==> config.mk <==
export PLATFORM = sky130hd
export DESIGN_NAME = barrel_shifter_pipe_flat
export DESIGN_NICKNAME = d
export VERILOG_FILES = /design/src/rtl/barrel_pkg.sv /design/src/rtl/barrel_shifter_pipe_if.sv /design/src/rtl/barrel_stage.sv /design/src/rtl/barrel_shifter_pipe.sv /design/src/flat_wrapper.sv
export SDC_FILE = /design/constraint.sdc
export NUM_CORES = 1
export LEC_CHECK = 0
export CAP_MARGIN = 5
export CORE_ASPECT_RATIO = 1.2
export CORE_MARGIN = 2
export CORE_UTILIZATION = 60
export CTS_BUF_LIST = sky130_fd_sc_hd__clkbuf_8
export DETAILED_ROUTE_END_ITERATION = 7
export PLACE_DENSITY = 0.87
export SYNTH_ARGS = -nofsm -noshare
export SYNTH_HDL_FRONTEND = slang
export SYNTH_SLANG_ARGS = --single-unit
export TNS_END_PERCENT = 30
==> constraint.sdc <==
create_clock -name clk -period 2.7 [get_ports clk]
set_clock_uncertainty 0.15 [all_clocks]
set_input_delay 0.675 -clock clk [delete_from_list [all_inputs] [get_ports clk]]
set_output_delay 0.675 -clock clk [all_outputs]
set_load 0.05 [all_outputs]
==> src/rtl/barrel_pkg.sv <==
// rtl/barrel_pkg.sv - shared mode encodings and width helper for the barrel shifter
package barrel_pkg;

   localparam logic [1:0] MODE_ROR = 2'b00;
   localparam logic [1:0] MODE_ROL = 2'b01;
   localparam logic [1:0] MODE_SRL = 2'b10;
   localparam logic [1:0] MODE_SRA = 2'b11;

   function automatic int clog2(input int n);
      int r;
      for (r = 0; (1 << r) < n; r++) begin
      end
      return r;
   endfunction

endpackage

==> src/rtl/barrel_shifter_pipe_if.sv <==
// rtl/barrel_shifter_pipe_if.sv - input/output stream bundle for barrel_shifter_pipe
interface barrel_shifter_pipe_if #(parameter int WIDTH = 8);
   import barrel_pkg::*;
   localparam int SHW = clog2(WIDTH);

   logic             in_valid;
   logic             in_ready;
   logic [WIDTH-1:0] in_data;
   logic [SHW-1:0]   in_shamt;
   logic [1:0]       in_mode;
   logic             out_valid;
   logic             out_ready;
   logic [WIDTH-1:0] out_data;

   modport master (
      output in_valid, in_data, in_shamt, in_mode, out_ready,
      input  in_ready, out_valid, out_data
   );

   modport slave (
      input  in_valid, in_data, in_shamt, in_mode, out_ready,
      output in_ready, out_valid, out_data
   );
endinterface

==> src/rtl/barrel_stage.sv <==
// rtl/barrel_stage.sv - one registered stage shifting by SHIFT when its shamt bit is set
module barrel_stage
   import barrel_pkg::*;
#(
   parameter  int WIDTH = 8,
   parameter  int SHIFT = 1,
   localparam int SHW   = clog2(WIDTH)
) (
   input  logic             clk,
   input  logic             rst_n,
   input  logic             adv,
   input  logic [WIDTH-1:0] d_in,
   input  logic [SHW-1:0]   sa_in,
   input  logic [1:0]       md_in,
   input  logic             v_in,
   output logic [WIDTH-1:0] d_out,
   output logic [SHW-1:0]   sa_out,
   output logic [1:0]       md_out,
   output logic             v_out
);
   localparam int BIT = clog2(SHIFT);

   logic [WIDTH-1:0] shifted;

   // SRA takes the current MSB: earlier stages already sign-filled the word
   always_comb begin
      shifted = d_in;
      if (sa_in[BIT]) begin
         case (md_in)
            MODE_ROR: shifted = (d_in >> SHIFT) | (d_in << (WIDTH - SHIFT));
            MODE_ROL: shifted = (d_in << SHIFT) | (d_in >> (WIDTH - SHIFT));
            MODE_SRL: shifted = d_in >> SHIFT;
            default:  shifted = $unsigned($signed(d_in) >>> SHIFT);
         endcase
      end
   end

   always_ff @(posedge clk) begin
      if (!rst_n) begin
         d_out  <= '0;
         sa_out <= '0;
         md_out <= '0;
         v_out  <= 1'b0;
      end else if (adv) begin
         d_out  <= shifted;
         sa_out <= sa_in;
         md_out <= md_in;
         v_out  <= v_in;
      end
   end
endmodule

==> src/rtl/barrel_shifter_pipe.sv <==
// rtl/barrel_shifter_pipe.sv - pipelined barrel shifter, one shamt bit resolved per stage
module barrel_shifter_pipe
   import barrel_pkg::*;
#(
   parameter int WIDTH = 8
) (
   input logic                  clk,
   input logic                  rst_n,
   barrel_shifter_pipe_if.slave bus
);
   localparam int SHW = clog2(WIDTH);

   logic                  adv;
   logic [SHW:0][WIDTH-1:0] d;
   logic [SHW:0][SHW-1:0]   sa;
   logic [SHW:0][1:0]       md;
   logic [SHW:0]            v;
   logic                    unused_tail;

   // whole pipe moves or whole pipe holds; bubbles are only dropped at the output
   assign adv = bus.out_ready | ~v[SHW];

   assign d[0]  = bus.in_data;
   assign sa[0] = bus.in_shamt;
   assign md[0] = bus.in_mode;
   assign v[0]  = bus.in_valid;

   for (genvar k = 0; k < SHW; k++) begin : g_stage
      barrel_stage #(
         .WIDTH (WIDTH),
         .SHIFT (1 << k)
      ) u_stage (
         .clk    (clk),
         .rst_n  (rst_n),
         .adv    (adv),
         .d_in   (d[k]),
         .sa_in  (sa[k]),
         .md_in  (md[k]),
         .v_in   (v[k]),
         .d_out  (d[k+1]),
         .sa_out (sa[k+1]),
         .md_out (md[k+1]),
         .v_out  (v[k+1])
      );
   end

   assign unused_tail = ^{sa[SHW], md[SHW]};

   assign bus.in_ready  = adv;
   assign bus.out_valid = v[SHW];
   assign bus.out_data  = d[SHW];
endmodule
==> src/flat_wrapper.sv <==
// flat-port wrapper written by rule: the top's interface ports become plain ports
module barrel_shifter_pipe_flat import barrel_pkg::*;
#(
   parameter int WIDTH = 8
)
  (clk, rst_n, bus_in_valid, bus_in_data, bus_in_shamt, bus_in_mode, bus_out_ready, bus_in_ready, bus_out_valid, bus_out_data);
  barrel_shifter_pipe_if #(.WIDTH(WIDTH)) bus_i ();
  input logic clk;
  input logic rst_n;
  input wire logic [$bits(bus_i.in_valid)-1:0] bus_in_valid;
  input wire logic [$bits(bus_i.in_data)-1:0] bus_in_data;
  input wire logic [$bits(bus_i.in_shamt)-1:0] bus_in_shamt;
  input wire logic [$bits(bus_i.in_mode)-1:0] bus_in_mode;
  input wire logic [$bits(bus_i.out_ready)-1:0] bus_out_ready;
  output wire logic [$bits(bus_i.in_ready)-1:0] bus_in_ready;
  output wire logic [$bits(bus_i.out_valid)-1:0] bus_out_valid;
  output wire logic [$bits(bus_i.out_data)-1:0] bus_out_data;
  assign bus_i.in_valid = bus_in_valid;
  assign bus_i.in_data = bus_in_data;
  assign bus_i.in_shamt = bus_in_shamt;
  assign bus_i.in_mode = bus_in_mode;
  assign bus_i.out_ready = bus_out_ready;
  assign bus_in_ready = bus_i.in_ready;
  assign bus_out_valid = bus_i.out_valid;
  assign bus_out_data = bus_i.out_data;
  barrel_shifter_pipe #(.WIDTH(WIDTH)) u_core (.clk(clk), .rst_n(rst_n), .bus(bus_i));
endmodule
# Yosys cells after proc, flatten, opt, wreduce, memory -nomap -nowiden
# Index checks and enable logic that the tools add are counted.
dict set report word_totals {
  regBits 37
  input_bits 17
  out_inout_bits 10
  word_cells 33
}
dict set report classes {
  eq_ne 6
  mux 6
  bitwise 7
  n_reduce_logical 4
}
# cell n
set ops {}
lappend ops {{one-hot mux 8 bit (3 select lines)} 2}
lappend ops {{2-to-1 mux 8 bit} 3}
lappend ops {{one-hot mux 8 bit (2 select lines)} 1}
lappend ops {{bitwise OR 6 x 8 -> 8 bit} 1}
lappend ops {{bitwise OR 7 x 8 -> 8 bit} 1}
lappend ops {{bitwise OR 8 x 1 -> 8 bit} 1}
lappend ops {{bitwise OR 8 x 2 -> 8 bit} 1}
lappend ops {{bitwise OR 8 x 4 -> 8 bit} 1}
lappend ops {{== test 2 x 1 -> 1 bit, second input constant} 3}
lappend ops {{== test 2 bit, second input constant} 3}
lappend ops {{logical NOT 2 bit} 3}
lappend ops {{OR reduction 2 bit} 1}
lappend ops {{NOT 1 bit} 1}
lappend ops {{bitwise OR 1 bit} 1}

# Longest topological paths before layout
# Gate-level depths: netlist of the first run.
dict set report depth {
  word_depth 4
  ltp_mapped 6
  mapped_depth_nobuf 4
}

# Hierarchy
# A second synthesis of the first run with hierarchy kept.
dict set report unflattened {
  cells_unflattened 217
  hier_area_um2 2168.3
}
# mod n_inst cells_each area_each_um2 seq_area_each_um2
set modules_own_cells {}
lappend modules_own_cells {{barrel_stage (u_core.g_stage[0].u_stage)} 1 75 774.5 280.3}
lappend modules_own_cells {{barrel_stage (u_core.g_stage[1].u_stage)} 1 79 762.0 280.3}
lappend modules_own_cells {{barrel_stage (u_core.g_stage[2].u_stage)} 1 62 625.6 280.3}
lappend modules_own_cells {barrel_shifter_pipe 1 1 6.3 0.0}

# Least setup slack after synthesis of the first run
# Ideal clock, no wire load.
dict set report synth_timing {
  path_type {flip-flop to output port}
  startpoint {register u_core.g_stage[2].u_stage.v_out}
  endpoint {output bus_in_ready}
  t_arrival_ns 1.195
  required_time_ns 1.875
  path_slack_ns 0.680
  path_stages_with_launch 5
  n_path_buf 2
  path_cell_list {dfxtp_1 nor2b_4 inv_2 buf_6 buf_6}
}
dict set report synth_via {
  elab_chain_cells 2
}
# item line
set synth_lines {}
lappend synth_lines {{from (decl)} barrel_stage.sv:19} ;# output logic v_out
lappend synth_lines {{from (signal assigned)} barrel_stage.sv:48} ;# v_out <= v_in;
lappend synth_lines {{NOT 1 bit} barrel_shifter_pipe.sv:21} ;# assign adv = bus.out_ready | ~v[SHW];
lappend synth_lines {{bitwise OR 1 bit} barrel_shifter_pipe.sv:21}
lappend synth_lines {{to (decl)} flat_wrapper.sv:15} ;# output wire logic [$bits(bus_i.in_ready)-1:0] bus_in_ready;
# Every way passes these cells.

# Worst setup path after layout of the first run
dict set report layout_timing {
  startpoint {input bus_out_ready}
  endpoint {output bus_in_ready}
}
dict set report layout_via {
  elab_chain_cells 1
}
# item line
set layout_lines {}
lappend layout_lines {{from (decl)} flat_wrapper.sv:14} ;# input wire logic [$bits(bus_i.out_ready)-1:0] bus_out_ready;
lappend layout_lines {{bitwise OR 1 bit} barrel_shifter_pipe.sv:21}
# Every way passes these cells.

==> flow_summary.yaml, run 1 <==
run_status:
  outcome: "completed"
global_routing:
  grtUsageMet3_pct: 5.76
  grt_antenna_before_repair: 0
  grt.met2_usage_pct: 44.0
  grt_max_degree: 49
  grt_use_met1_pct: 25.4
  grt_pass1_vias: 1467
  grt.busiest_layer: "met2"
  grt_pass1_wl_um: 6490
  grt_overflow: 0
  grt_use_total_pct: 25.1
clocking:
  hold_buffers: 0
  cts_root_buffer: "clkbuf_8"
  cts_tree: "built"
  cts_buffer_depth: 2
  clkLatencyLatePin_ns: 0.29
  post-cts-setup-buffers: 0
  cts_num_sinks: 34
  cts_resized: 0
  cts_max_level: 2
  clk_pin_slew_ns: 0.07
  cts_buffers: 5
hold_path:
  hold_depth: 2
  holdPathEnd: "u_core.g_stage[1].u_stage.v_out"
  hold_path.class: "reg2reg"
  hold_path_startpoint: "u_core.g_stage[0].u_stage.v_out"
logic_synthesis:
  ys_types: 37
  syn_inst: 212
  ys_ff_latch: 34
  ys_seq_area_share_pct: 36.5
  syn-num-nets: 229
  yosys.area.top_type_share_pct: 36.5
  ys_warn_count: 0
  avgSynthCellArea_um2: 8.79
  syn_area_um2: 1860
  netlist_top_cells_area: "dfxtp_1 (37%), o211ai_1 (5.6%), and3b_1 (5.6%)"
  yosysTopAreaCell: "dfxtp_1"
setup_path:
  critPathMaxStageDelay_ns: 0.44
  path_max_fanout: 2
  r2r-end: "u_core.g_stage[1].u_stage.d_out[6]"
  cp.arrival_ns: 1.50
  r2r_slack_ns: 1.18
  startpoint_type: "primary input"
  critPathTopFamily: "buffers and inverters"
  crit_type: "in2out"
  end_kind: "output port"
  cp_num_buf_inv: 3
  crit_slowest_cell: "clkdlybuf4s50_1"
  rr_worst_depth: 3
  critical_path.cell_chain: "clkdlybuf4s50_1, nor2b_4, inv_2, buf_4"
  r2r_start: "u_core.g_stage[0].u_stage.md_out[1]"
  critical_path_required_ns: 1.88
timing:
  tightest_slew_ns: 0.521
  hold_viol_final: 0
  max_freq_mhz: 430
  whs_ns: 0.322
  slew_violations: 0
  setup_viol: 0
  relSlewSlack_pct: 65.2
  fin_setup_tns_ns: 0
  layout_min_cycle_time_ns: 2.33
  fin_crit_sh_pct: 86.2
  rsz0062_at_grt: "no"
flow_run:
  cap_violations: 0
placement:
  place.gp.congestion: 0.844
  portBuffers: 26
  dp_hpwl_um: 2710
  place_area_um2: 2000
power:
  ir_worst_vdd_mv: 0.461
  p_leak_nw: 0.818
  p_per_area_nw_per_um2: 566
route:
  via_count: 1591
  ant_nets: 0
  via_per_inst: 6.17
  post_drt_wl_per_cell_um: 14.8
  drc: 0
  drt_first_pass_iters: 4
  drt_wl_total_um: 3810
  drt_iter0_drc: 38
die:
  dieArea_um2: 3570
  io_pins: 27
  core_um2: 3000
  fp.dieH_um: 65.1
  initial_utilization_pct: 62.1
  row_count: 22
  die_w_um: 54.9
cells_and_area:
  diodes: 0
  nets: 238
  syn_to_final_growth_pct: 13.3
  mostFrequentLayoutCells: "dfxtp_1 (34), clkdlybuf4s50_1 (25), nand2_1 (22)"
  final_common_cell: "dfxtp_1"
  drive_above_1_share_pct: 9.46
  fin_area_um2: 2110
==> per-stage QoR <==
step | worst slack [ns] | instances | total power, mW | util [%]
global route | 0.351 | 258 | 1.25 | 70.4
detailed placement | 0.302 | 250 | 0.770 | 66.7
CTS | 0.357 | 258 | 1.20 | 70.4
global placement | 0.380 | 250 | 0.759 | 66.7
finish | 0.374 | 258 | 1.20 | 70.4
floorplan | 0.680 | 212 | 0.718 | -
==> synthesized netlist by cell type, drive strengths merged <==
cell,instances
nand2,22
o21a,4
and4bb,2
o211a,4
nand4b,1
a31oi,1
mux2i,4
nand3,16
a21bo,1
nor2,3
nor2b,1
a21boi,9
inv,4
a41oi,1
and2,4
and3b,14
a211oi,14
a311oi,3
o21ai,18
a32oi,1
o211ai,14
mux2,1
nor3b,1
buf,24
nand2b,4
clkbuf,3
dfxtp,34
or2b,1
a21oi,3
==> kinds of logic after synthesis <==
group	after synthesis	synth area share, %
simple gates	69	22.1
compound gates	73	27.8
mux	5	2.75
buf+inv	31	10.9
flops	34	36.5
==> final cells by class <==
class	instances	area, µm²
multi-input cells	147	981
fillers	245	888
flip-flops and latches	34	681
repair buffers	29	280
clock buffers	8	110
well taps	36	45.0
inverters	4	15.0
==> routing by layer <==
layer,vias up,routed length (µm)
li1,792,-
met1,741,1480
met2,43,2050
met3,15,123
met4,0,159
met5,-,0
==> registers in the layout, summed over array words and instances, names as in the netlist <==
name,flops
u_core.g_stage.u_stage.md_out,4
u_core.g_stage.u_stage.d_out,24
u_core.g_stage.u_stage.v_out,3
u_core.g_stage.u_stage.sa_out,3
==> worst register-to-register path: stages (launching register included) <==
cell	delay (ns)
dfxtp_1	0.55
mux2_2	0.38
a211oi_1	0.23
o21ai_1	0.09
==> power by group <==
group	internal (mW)	switching (mW)	total [mW]
logic	0.0870	0.0996	0.187
registers	0.537	0.0350	0.572
clock network	0.257	0.179	0.436
total	0.882	0.313	1.20
==> how the worst max path moves through the flow <==
stage	startpoint	end	slack (ns)	cells past startpoint
2_1_floorplan	u_core.g_stage[2].u_stage.v_out	bus_in_ready	0.68	4
3_3_place_gp	bus_out_ready	bus_in_ready	0.38	4
3_5_place_dp	bus_in_mode[0]	u_core.g_stage[0].u_stage.d_out[4]	0.30	4
4_1_cts	bus_out_ready	bus_in_ready	0.36	4
5_1_grt	bus_out_ready	bus_in_ready	0.35	4
6_report	bus_out_ready	bus_in_ready	0.37	4
No activity file was read; power rests on OpenSTA's default activity.
==> inputs of run 2 (changes only) <==
CTS_CLUSTER_SIZE = 12   (was unset)
RECOVER_POWER = 50   (was unset)
==> run 2 against run 1 <==
  * Critical path depth is the same
  * Non-clock buffer count is the same
  * Worst setup slack lost 0.13 ns
  * Cell count is the same
  * Clock power is essentially flat
  * Sequential share of layout area is essentially flat
  * Fmax shrank 5.4%
  * Highest routed layer unchanged
  * Largest power group unchanged
  * Critical endpoint unchanged
  * First-iteration DRC count grew 21%
  * Sequential cell count is the same
==> flow_summary.yaml, run 2 (synthesized netlist as in run 1, its figures left out) <==
power:
  p_leak_nw: 0.816
  comb_power_share_pct: 15.5
  p_int_mw: 0.881
  p_switching_mw: 0.311
  switching_share_pct: 26.1
  p_seq_share_pct: 48.0
  p_per_area_nw_per_um2: 565
  p_clk_share_pct: 36.4
  ir_worst_vdd_mv: 0.461
route:
  post_drt_wl_per_cell_um: 14.8
  drt_first_pass_iters: 5
  drt_iter0_drc: 46
  drc: 0
  via_count: 1598
  via_per_inst: 6.19
  ant_nets: 0
  drt_wl_total_um: 3810
timing:
  slew_violations: 0
  layout_min_cycle_time_ns: 2.46
  setup_viol: 0
  max_freq_mhz: 407
  relSlewSlack_pct: 54.8
  tightest_slew_ns: 0.679
  hold_viol_final: 0
  rsz0062_at_grt: "no"
  fin_setup_tns_ns: 0
  whs_ns: 0.322
  fin_crit_sh_pct: 91.1
cells_and_area:
  mostFrequentLayoutCells: "dfxtp_1 (34), clkdlybuf4s50_1 (24), nand2_1 (22)"
  drive_above_1_share_pct: 9.01
  diodes: 0
  final_common_cell: "dfxtp_1"
  reg_top3: "u_core.g_stage.u_stage.d_out (24), u_core.g_stage.u_stage.md_out (4)"
  largest_register_ffs: 24
  syn_to_final_growth_pct: 13.2
  fillerInstances: 245
  top_register: "u_core.g_stage.u_stage.d_out"
  utilization_pct: 70.3
  nets: 238
setup_path:
  end_kind: "output port"
  path_max_fanout: 2
  critical_path_required_ns: 1.88
  crit_type: "in2out"
  startpoint_type: "primary input"
  r2r_slack_ns: 1.05
  cp.arrival_ns: 1.63
global_routing:
  grt_max_degree: 49
  grt_pass1_wl_um: 6490
  grt_pass1_vias: 1467
  grt_use_total_pct: 25.1
  grt_overflow: 0
  grtUsageMet3_pct: 5.76
  grt_antenna_before_repair: 0
  grt.busiest_layer: "met2"
  grt.met2_usage_pct: 44.0
  grt_use_met1_pct: 25.4
clocking:
  cts_buffers: 5
  cts_root_buffer: "clkbuf_8"
  cts_buffer_depth: 2
  cts_num_sinks: 34
  clkLatencyLatePin_ns: 0.29
  hold_buffers: 0
  cts_resized: 0
  cts_tree: "built"
  cts_max_level: 2
  post-cts-setup-buffers: 0
  clk_pin_slew_ns: 0.07
die:
  fp.dieH_um: 65.1
  die_w_um: 54.9
  dieArea_um2: 3570
  io_pins: 27
  initial_utilization_pct: 62.1
  row_count: 22
  core_um2: 3000
flow_run:
  cap_violations: 0
placement:
  portBuffers: 26
  place.gp.congestion: 0.844
  dp_hpwl_um: 2710
run_status:
  outcome: "completed"
hold_path:
  hold_path.class: "reg2reg"
==> run 2: changes by cell type in the layout (fill, tap and decap cells not counted) <==
| cell | change |
|---|---|
| buf_4 | -1 |
| clkbuf_2 | +1 |
| clkdlybuf4s50_1 | -1 |
| dlygate4sd3_1 | +1 |
| inv_1 | +1 |
| inv_2 | -1 |
| o21ai_0 | +4 |
| o21ai_1 | -4 |
==> run 2: worst max-delay path: stages <==
cell and delay (ns):
dlygate4sd3_1 0.57, nor2b_4 0.14, inv_1 0.06, buf_4 0.18
==> run 2: cell type report <==
| type | count | area [µm²] | area share [%] |
|---|---|---|---|
| clock buffers | 8 | 110 | 5.22 |
| inverters | 4 | 15.0 | 0.712 |
| multi-input cells | 147 | 981 | 46.5 |
| flip-flops and latches | 34 | 681 | 32.3 |
| well taps | 36 | 45.0 | 2.14 |
| repair buffers | 29 | 278 | 13.2 |
==> run 2: final timing paths <==
check,start,endpoint,depth (start not counted)
setup / recovery,bus_out_ready,bus_in_ready,4
hold / removal,u_core.g_stage[0].u_stage.v_out,u_core.g_stage[1].u_stage.v_out,2
setup reg to reg,u_core.g_stage[2].u_stage.v_out,u_core.g_stage[2].u_stage.d_out[7],5
hold reg to reg,u_core.g_stage[0].u_stage.v_out,u_core.g_stage[1].u_stage.v_out,2
==> run 2: stage by stage <==
step                power (mW)  instance area [µm²]  worst slack, ns  std cells
global route              1.25                 2110            0.213        258
finish                    1.19                 2110            0.241        258
CTS                       1.20                 2110            0.357        258
detailed placement       0.770                 2000            0.302        250
global placement         0.759                 2000            0.380        250
floorplan                0.718                 1860            0.680        212
==> run 2: metal layers <==
layer / part of all wire (%) / vias up
met2: 55 / 43
li1: - / 792
met5: 0 / -
met3: 3.5 / 15
met4: 4.2 / 0
met1: 38 / 748
==> run 2: power groups by stage <==
stage          clock network, mW  registers (mW)  logic, mW
3_5_place_dp                   0           0.583      0.187
3_3_place_gp                   0           0.580      0.179
6_report                   0.434           0.572      0.185
4_1_cts                    0.443           0.572      0.188
2_1_floorplan                  0           0.570      0.149
5_1_grt                    0.469           0.576      0.203
==> inputs of run 3 (changes only) <==
CORE_UTILIZATION = 51   (was 60)
CTS_CLUSTER_DIAMETER = 100   (was unset)
PLACE_DENSITY = 0.79   (was 0.87)
clock period = 2 ns   (was 2.7 ns; I/O delays follow)
==> run 3 against run 2 <==
  * Cell count is 3.1% higher
  * Via count down 2.5%
  * Final area rose by 1.0%
  * Clock-buffer cell count unchanged
  * Non-clock buffer count increased by 5
  * Highest routed layer unchanged
  * Sequential cell count is the same
  * Sequential power increased by 35%
  * Worst setup slack gained 0.030 ns
  * First-iteration DRC count grew 8.7%
  * Critical path depth is 3 lower
  * Combinational power up 32%
  * Largest cell class unchanged
  * Hold slack worse by 0.011 ns
==> flow_summary.yaml, run 3 (synthesized netlist as in run 1, its figures left out) <==
run_status:
  outcome: "completed"
cells_and_area:
  final_common_cell: "dfxtp_1"
  largest_register_ffs: 24
  drive_above_1_share_pct: 13.7
  register_area_um2: 681
  top_register: "u_core.g_stage.u_stage.d_out"
  nets: 243
  mostFrequentLayoutCells: "dfxtp_1 (34), nand2_1 (22), nand3_1 (16)"
  reg_top3: "u_core.g_stage.u_stage.d_out (24), u_core.g_stage.u_stage.md_out (4)"
  fin_cells: 266
  fillerInstances: 330
  syn_to_final_growth_pct: 14.3
  diodes: 0
  utilization_pct: 59.6
  multiInputGateArea_um2: 981
hold_path:
  hold_path.class: "reg2reg"
  hold_depth: 2
  holdPathEnd: "u_core.g_stage[0].u_stage.v_out"
  hold_path_startpoint: "u_core.g_stage[0].u_stage.v_out"
setup_path:
  path_max_fanout: 2
  rr_worst_depth: 5
  critical_path.cell_chain: "clkbuf_1"
  startpoint_type: "flip-flop"
  r2r-end: "u_core.g_stage[0].u_stage.d_out[4]"
  r2r_start: "u_core.g_stage[2].u_stage.v_out"
  cp.arrival_ns: 1.08
  r2r_slack_ns: 0.35
  critPathMaxStageDelay_ns: 0.47
  crit_type: "reg2out"
  end_kind: "output port"
  crit_slowest_cell: "clkbuf_1"
  critical_path_required_ns: 1.35
  critPathLaunch: "u_core.g_stage[2].u_stage.d_out[2]"
  cp_num_buf_inv: 1
  critPathTopFamily: "buffers and inverters"
power:
  p_per_area_nw_per_um2: 753
  p_leak_nw: 0.855
  ir_worst_vdd_mv: 0.394
  total_power_mw: 1.61
route:
  wl_met2_um: 1780
  highest_layer: "met4"
  drt_first_pass_iters: 4
  drt_wl_total_um: 3400
  via_count: 1558
  drt_iter0_drc: 50
  dr_wl_met3_um: 108
  drc: 0
  post_drt_wl_per_cell_um: 12.8
  ant_nets: 0
  met1Wirelength_um: 1420
  via_per_inst: 5.86
clocking:
  post-cts-setup-buffers: 0
  cts_num_sinks: 34
  hold_buffers: 0
  clk_pin_slew_ns: 0.07
  cts_buffer_depth: 2
  cts_root_buffer: "clkbuf_8"
  cts_max_level: 2
  clkLatencyLatePin_ns: 0.29
  cts_tree: "built"
  cts_buffers: 5
die:
  fp.dieH_um: 70.2
  die_w_um: 59.2
  dieArea_um2: 4160
  core_um2: 3570
  io_pins: 27
  row_count: 24
  initial_utilization_pct: 52.2
timing:
  max_freq_mhz: 578
  fin_crit_sh_pct: 86.4
  tightest_slew_ns: 0.595
  layout_min_cycle_time_ns: 1.73
  fin_setup_tns_ns: 0
  relSlewSlack_pct: 60.5
  rsz0062_at_grt: "no"
  hold_viol_final: 0
  slew_violations: 0
  whs_ns: 0.311
  setup_viol: 0
placement:
  place.gp.congestion: 0.826
  place_inst: 258
  dp_hpwl_um: 2520
  portBuffers: 26
global_routing:
  grt_use_total_pct: 18.3
  grt_pass1_wl_um: 5870
  grt_max_degree: 49
  grt_pass1_vias: 1393
  grt_antenna_before_repair: 0
  grt_overflow: 0
flow_run:
  cap_violations: 0
run 3: final cells by class:
| type | instances | share of cell area (%) |
|---|---|---|
| multi-input cells | 147 | 46.0 |
| flip-flops and latches | 34 | 31.9 |
| repair buffers | 34 | 13.9 |
| clock buffers | 8 | 5.17 |
| well taps | 39 | 2.29 |
| inverters | 4 | 0.705 |
run 3: worst max-delay path by stage:
| stage | slack, ns | to | depth (start not counted) |
|---|---|---|---|
| 2_1_floorplan | 0.16 | bus_in_ready | 4 |
| 3_3_place_gp | 0.03 | bus_in_ready | 4 |
| 3_5_place_dp | 0.02 | bus_in_ready | 4 |
| 4_1_cts | 0.02 | bus_in_ready | 4 |
| 5_1_grt | 0.15 | u_core.g_stage[0].u_stage.sa_out[2] | 5 |
| 6_report | 0.27 | bus_out_data[2] | 1 |
run 3: where the power goes:
group	internal, mW	total [mW]	switching, mW
Sequential	0.725	0.774	0.0482
Clock	0.347	0.587	0.240
Combinational	0.116	0.245	0.129
Total	1.19	1.61	0.416
run 3: per-layer routing:
layer | vias to the layer above | GRT usage [%]
met5 | - | 0
met4 | 0 | 10.4
met3 | 7 | 4.07
met2 | 33 | 31.5
met1 | 719 | 19.8
li1 | 799 | -
run 3: through the flow:
stage	instance area [µm²]	setup slack (ns)
after CTS	2140	0.0224
after global placement	2030	0.0269
final	2130	0.271
after global routing	2130	0.149
after floorplan	1860	0.155
after detailed placement	2030	0.0187
run 3: worst register-to-register path: stages, from the launching register on:
cell      delay [ns]
dfxtp_1         0.34
nor2b_4         0.16
buf_4           0.21
clkbuf_1        0.45
nand3_1         0.15
o21ai_0         0.10
run 3: repair_timing:
item                                    in CTS  in global routing
gates resized for setup                      0                  1
endpoints found under the setup margin       0                  1
endpoints found under the hold margin        0                  0
